$ cat src/rtl/count_snapshot_fifo_if.sv
// Snapshot FIFO port bundle.
// The counter feed, the capture request and the drain handshake share one interface.
interface count_snapshot_fifo_if #(
   parameter int unsigned CNT_WIDTH = 24,
   parameter int unsigned DEPTH     = 8
);
   logic [CNT_WIDTH-1:0]     Count;
   logic                     CountValid;
   logic                     Capture;
   logic                     SnapValid;
   logic                     SnapReady;
   logic [CNT_WIDTH-1:0]     SnapCount;
   logic [CNT_WIDTH-1:0]     SnapDelta;
   logic [$clog2(DEPTH):0]   Level;
   logic                     Overflow;
   logic [7:0]               DropCount;

   modport master (
      output Count, CountValid, Capture, SnapReady,
      input  SnapValid, SnapCount, SnapDelta, Level, Overflow, DropCount
   );

   modport slave (
      input  Count, CountValid, Capture, SnapReady,
      output SnapValid, SnapCount, SnapDelta, Level, Overflow, DropCount
   );
endinterface

$ cat src/rtl/count_snapshot_fifo.sv
// Captures {count, delta-since-last-capture} into a circular FIFO on a strobe or periodic tick.
// Lost captures (counter not driving, or FIFO full without a same-cycle pop) are counted.
module count_snapshot_fifo #(
   parameter int unsigned CNT_WIDTH   = 24,
   parameter int unsigned DEPTH       = 8,
   parameter int unsigned AUTO_PERIOD = 0
) (
   input logic                  Clock,
   input logic                  Reset,
   count_snapshot_fifo_if.slave snap
);
   localparam int unsigned AW   = $clog2(DEPTH);
   localparam logic [AW:0] FULL = (AW + 1)'(DEPTH);

   logic [CNT_WIDTH-1:0] mem_count [DEPTH];
   logic [CNT_WIDTH-1:0] mem_delta [DEPTH];
   logic [AW-1:0]        rd_ptr;
   logic [AW-1:0]        wr_ptr;
   logic [AW:0]          level;
   logic [CNT_WIDTH-1:0] last_count;
   logic                 overflow;
   logic [7:0]           drop_count;

   logic tick;
   logic req;
   logic pop;
   logic push;
   logic full;
   logic drop_invalid;
   logic drop_full;

   generate
      if (AUTO_PERIOD > 0) begin : g_tick
         localparam int unsigned PW = (AUTO_PERIOD > 1) ? $clog2(AUTO_PERIOD) : 1;
         logic [PW-1:0] period_cnt;

         always_ff @(posedge Clock) begin
            if (Reset)     period_cnt <= '0;
            else if (tick) period_cnt <= '0;
            else           period_cnt <= period_cnt + 1'b1;
         end

         assign tick = (period_cnt == PW'(AUTO_PERIOD - 1));
      end else begin : g_no_tick
         assign tick = 1'b0;
      end
   endgenerate

   always_comb begin
      full         = (level == FULL);
      pop          = (level != '0) & snap.SnapReady;
      req          = snap.Capture | tick;
      // A pop on the same edge frees the slot the push needs, so full-with-pop still accepts.
      push         = req & snap.CountValid & (~full | pop);
      drop_invalid = req & ~snap.CountValid;
      drop_full    = req & snap.CountValid & full & ~pop;
   end

   always_ff @(posedge Clock) begin
      if (push && !Reset) begin
         mem_count[wr_ptr] <= snap.Count;
         mem_delta[wr_ptr] <= snap.Count - last_count;
      end
   end

   always_ff @(posedge Clock) begin
      if (Reset) begin
         rd_ptr     <= '0;
         wr_ptr     <= '0;
         level      <= '0;
         last_count <= '0;
         overflow   <= 1'b0;
         drop_count <= '0;
      end else begin
         if (push) begin
            wr_ptr     <= wr_ptr + 1'b1;
            last_count <= snap.Count;
         end
         if (pop) rd_ptr <= rd_ptr + 1'b1;
         if (push && !pop)      level <= level + 1'b1;
         else if (pop && !push) level <= level - 1'b1;
         if (drop_full) overflow <= 1'b1;
         if ((drop_invalid || drop_full) && drop_count != 8'hFF)
            drop_count <= drop_count + 1'b1;
      end
   end

   always_comb begin
      snap.SnapValid = (level != '0);
      snap.SnapCount = snap.SnapValid ? mem_count[rd_ptr] : '0;
      snap.SnapDelta = snap.SnapValid ? mem_delta[rd_ptr] : '0;
      snap.Level     = level;
      snap.Overflow  = overflow;
      snap.DropCount = drop_count;
   end
endmodule

$ cat src/flat_wrapper.sv
// flat-port wrapper written by rule: the top's interface ports become plain ports
module count_snapshot_fifo_flat 
#(
   parameter int unsigned CNT_WIDTH   = 24,
   parameter int unsigned DEPTH       = 8,
   parameter int unsigned AUTO_PERIOD = 0
)
  (Clock, Reset, snap_Count, snap_CountValid, snap_Capture, snap_SnapReady, snap_SnapValid, snap_SnapCount, snap_SnapDelta, snap_Level, snap_Overflow, snap_DropCount);
  count_snapshot_fifo_if #(.CNT_WIDTH(CNT_WIDTH), .DEPTH(DEPTH)) snap_i ();
  input logic Clock;
  input logic Reset;
  input wire logic [$bits(snap_i.Count)-1:0] snap_Count;
  input wire logic [$bits(snap_i.CountValid)-1:0] snap_CountValid;
  input wire logic [$bits(snap_i.Capture)-1:0] snap_Capture;
  input wire logic [$bits(snap_i.SnapReady)-1:0] snap_SnapReady;
  output wire logic [$bits(snap_i.SnapValid)-1:0] snap_SnapValid;
  output wire logic [$bits(snap_i.SnapCount)-1:0] snap_SnapCount;
  output wire logic [$bits(snap_i.SnapDelta)-1:0] snap_SnapDelta;
  output wire logic [$bits(snap_i.Level)-1:0] snap_Level;
  output wire logic [$bits(snap_i.Overflow)-1:0] snap_Overflow;
  output wire logic [$bits(snap_i.DropCount)-1:0] snap_DropCount;
  assign snap_i.Count = snap_Count;
  assign snap_i.CountValid = snap_CountValid;
  assign snap_i.Capture = snap_Capture;
  assign snap_i.SnapReady = snap_SnapReady;
  assign snap_SnapValid = snap_i.SnapValid;
  assign snap_SnapCount = snap_i.SnapCount;
  assign snap_SnapDelta = snap_i.SnapDelta;
  assign snap_Level = snap_i.Level;
  assign snap_Overflow = snap_i.Overflow;
  assign snap_DropCount = snap_i.DropCount;
  count_snapshot_fifo #(.CNT_WIDTH(CNT_WIDTH), .DEPTH(DEPTH), .AUTO_PERIOD(AUTO_PERIOD)) u_core (.Clock(Clock), .Reset(Reset), .snap(snap_i));
endmodule
$ cat config.mk
export PLATFORM = sky130hd
export DESIGN_NAME = count_snapshot_fifo_flat
export DESIGN_NICKNAME = d
export VERILOG_FILES = /design/src/rtl/count_snapshot_fifo_if.sv /design/src/rtl/count_snapshot_fifo.sv /design/src/flat_wrapper.sv
export SDC_FILE = /design/constraint.sdc
export NUM_CORES = 1
export LEC_CHECK = 0
export CAP_MARGIN = 20
export CELL_PAD_IN_SITES_DETAIL_PLACEMENT = 1
export CELL_PAD_IN_SITES_GLOBAL_PLACEMENT = 2
export CORE_MARGIN = 1
export CORE_UTILIZATION = 45
export CTS_CLUSTER_DIAMETER = 50
export DETAILED_ROUTE_END_ITERATION = 12
export GPL_TIMING_DRIVEN = 0
export PLACE_DENSITY_LB_ADDON = 0.1
export RECOVER_POWER = 50
export REMOVE_ABC_BUFFERS = 1
export SLEW_MARGIN = 25
export SYNTH_ARGS = -nofsm -noshare
export SYNTH_HDL_FRONTEND = slang
export SYNTH_SLANG_ARGS = --single-unit
$ cat constraint.sdc
create_clock -name Clock -period 9.6 [get_ports Clock]
set_input_delay 2.88 -clock Clock [delete_from_list [all_inputs] [get_ports Clock]]
set_output_delay 2.88 -clock Clock [all_outputs]
set_load 0.1 [all_outputs]
==> flow_summary.ini <==
[status]
status = completed

[die]
coreArea_mm2 = 0.0387
ios = 91
initial_core_util_pct = 45.6
rows = 72
dieArea_mm2 = 0.0401
fp.dieW_um = 200
die_y_um = 200

[setup_path]
cp.required_ps = 9860
worstSetupPathType = input pin to flop
arrival_ps = 7760
end_kind = flop
cp-start-kind = input pin
critPathMaxFanout = 27
r2r_cells = 12

[hold_path]
hold_path.class = flop to flop
whs_path_depth = 2

[power]
internal_power_mw = 3.83
power_density_mw_per_mm2 = 275
ir_worst_vdd_mv = 0.176
combPwrFrac_pct = 31.1
p_switching_mw = 2.05
cellLeakagePower_nw = 6.92
clock_power_share_pct = 32.1
p_seq_share_pct = 36.8
switching_share_pct = 34.9

[final_layout]
layout-drive-gt1-share_pct = 19.2
diodes = 0
fin_nets = 1255
area_growth_pct = 20.8
fin_util_pct = 55.1
fin_area_mm2 = 0.0214

[grt]
grt_usage_pct = 20.0
grt_max_degree = 46
antenna_found_initial = 2
grt_pass1_vias = 10300
grt_first_pass_wirelength_mm = 60.9
grt_overflow_total = 0

[cts]
cts_tree = done
path_clk_slew_ps = 60
worstSkewPairLatency_ps = 550
cts_max_level = 2
numCtsBuffers = 48
post_cts_resized = 0
clkSinkCount = 430
cts-hold-fix-buffers = 0
cts_buffer_depth = 3
cts_setup_buffers = 0
clockRootBuffer = clkbuf_16

[place]
io_buffers = 90
routabilityCongestion = 0.737
hpwl_mm = 26.5
dp_slack_ps = 2460
placed_area_mm2 = 0.0199

[synth]
netlist_area_mm2 = 0.0177
avgSynthCellArea_um2 = 17.0
synth_cell_type_count = 47
seq_area_frac_synth_pct = 70.4
synthArstFlopShare_pct = 0
synth_top_area_cell = edfxtp_1
yosysMostFrequentCell = edfxtp_1
synth_area_leaders = edfxtp_1, mux4_2, dfxtp_1
synth_edf_count = 384
yosysTopAreaCellShare_pct = 65.2
ys_warn_count = 0
yosys-top-cells-count = edfxtp_1, mux4_2, nor2_1, nand2_1, a21oi_1
synthCells = 1037
ys_seq_elements = 430
ys.flop_type = edfxtp_1

[sta]
rsz0062_at_grt = false
fin_crit_sh_pct = 78.2
hold_violations = 0
setup_viol = 0
slew_headroom_pct = 17.1
max_freq_mhz = 133
fin_skew_ps = 15.4
finalWorstSetupSlack_ps = 2100
setup_tns_ps = 0
period_minus_slack_ps = 7500
worst_pin_slew_ps = 1240
report.final.slew_viol_count = 0

[run]
cap_violations = 0

[routing]
ant_nets = 0
avgRoutedWirePerCell_um = 22.5
drc = 0
first_iter_violations = 498
num_vias = 9486
wirelength_mm = 39.4
viasPerCell = 5.42
first_pass_iters = 5
[final cells by class]
class | count | area, um2
Clock inverter | 25 | 343
Timing Repair Buffer | 162 | 1600
Tap cell | 518 | 648
Sequential cell | 430 | 12500
Inverter | 38 | 143
Fill cell | 3594 | 17400
Multi-Input combinational cell | 515 | 4870
Clock buffer | 63 | 1290
[flip-flops by register name (all words and copies together), names as in the netlist, named ones only]
signal,flops
u_core.wr_ptr,3
u_core.snap.Overflow,1
u_core.rd_ptr,3
u_core.snap.Level,4
u_core.mem_count,192
u_core.last_count,24
u_core.mem_delta,192
u_core.snap.DropCount,8
[power by group through the flow]
stage	registers [mW]	clock network (mW)	logic (mW)
CTS	2.16	1.93	1.86
detailed placement	2.20	0	1.86
finish	2.16	1.89	1.83
global route	2.17	1.99	1.92
floorplan	2.30	0	1.30
global placement	2.35	0	2.01
[layer usage]
| metal | routed length [um] | track usage, % |
|---|---|---|
| met1 | 18400 | 27.8 |
| met2 | 19100 | 33.3 |
| met3 | 1270 | 2.88 |
| met4 | 580 | 4.70 |
| met5 | 28 | 0 |
[worst max-delay path: stages]
cell	delay, ps
dlygate4sd3_1	630
o21a_4	160
nand2_1	700
or3_1	690
nor3b_1	840
clkbuf_1	500
buf_4	280
buf_4	200
buf_4	200
buf_4	210
buf_4	210
buf_4	210
[per-stage QoR]
| stage | hold slack (ps) | total power [mW] | std cells |
|---|---|---|---|
| after global routing | 472 | 6.08 | 1751 |
| final | 452 | 5.88 | 1751 |
| after CTS | 456 | 5.96 | 1751 |
| after detailed placement | 447 | 4.06 | 1663 |
| after floorplan | 430 | 3.61 | 983 |
| after global placement | 442 | 4.37 | 1591 |
[kinds of logic (layout without fill, tap and decap cells)]
group	count (synthesis)	after routing	share of synthesized area (%)
flops	430	430	70.4
simple gates	207	207	5.13
mux	149	149	15.2
compound gates	95	95	3.21
buf+inv	92	288	2.08
xor+xnor	33	33	1.63
fa+ha+maj	31	31	2.28
[final timing paths]
check	from	endpoint	slack [ps]
hold reg to reg	u_core.last_count[7]	u_core.last_count[7]	450
hold / removal	u_core.last_count[7]	u_core.last_count[7]	450
setup reg to reg	u_core.snap.Level[0]	u_core.mem_count[1][10]	4420
setup / recovery	snap_SnapReady	u_core.mem_count[1][10]	2100
[cells in the final DEF (no fill, tap or decap), drive strengths merged, types with 3 or more instances in the layout]
master	Yosys	routed
xor2	12	12
a21o	6	6
a211oi	3	3
edfxtp	384	384
nor3b	4	4
dfxtp	46	46
a31oi	4	4
nand4	9	9
dlygate4sd3	0	38
o21ai	11	11
nor4	5	5
ha	29	29
bufinv	0	8
clkinv	0	11
inv	38	42
nand3	15	15
nor3	9	9
mux2i	52	52
clkbuf	31	75
o21a	3	3
nor2	82	82
mux4	96	96
buf	23	61
nand2	73	73
xnor2	21	21
clkdlybuf4s50	0	51
a21oi	55	55
Note: power is estimated with default switching activity, not from simulation.
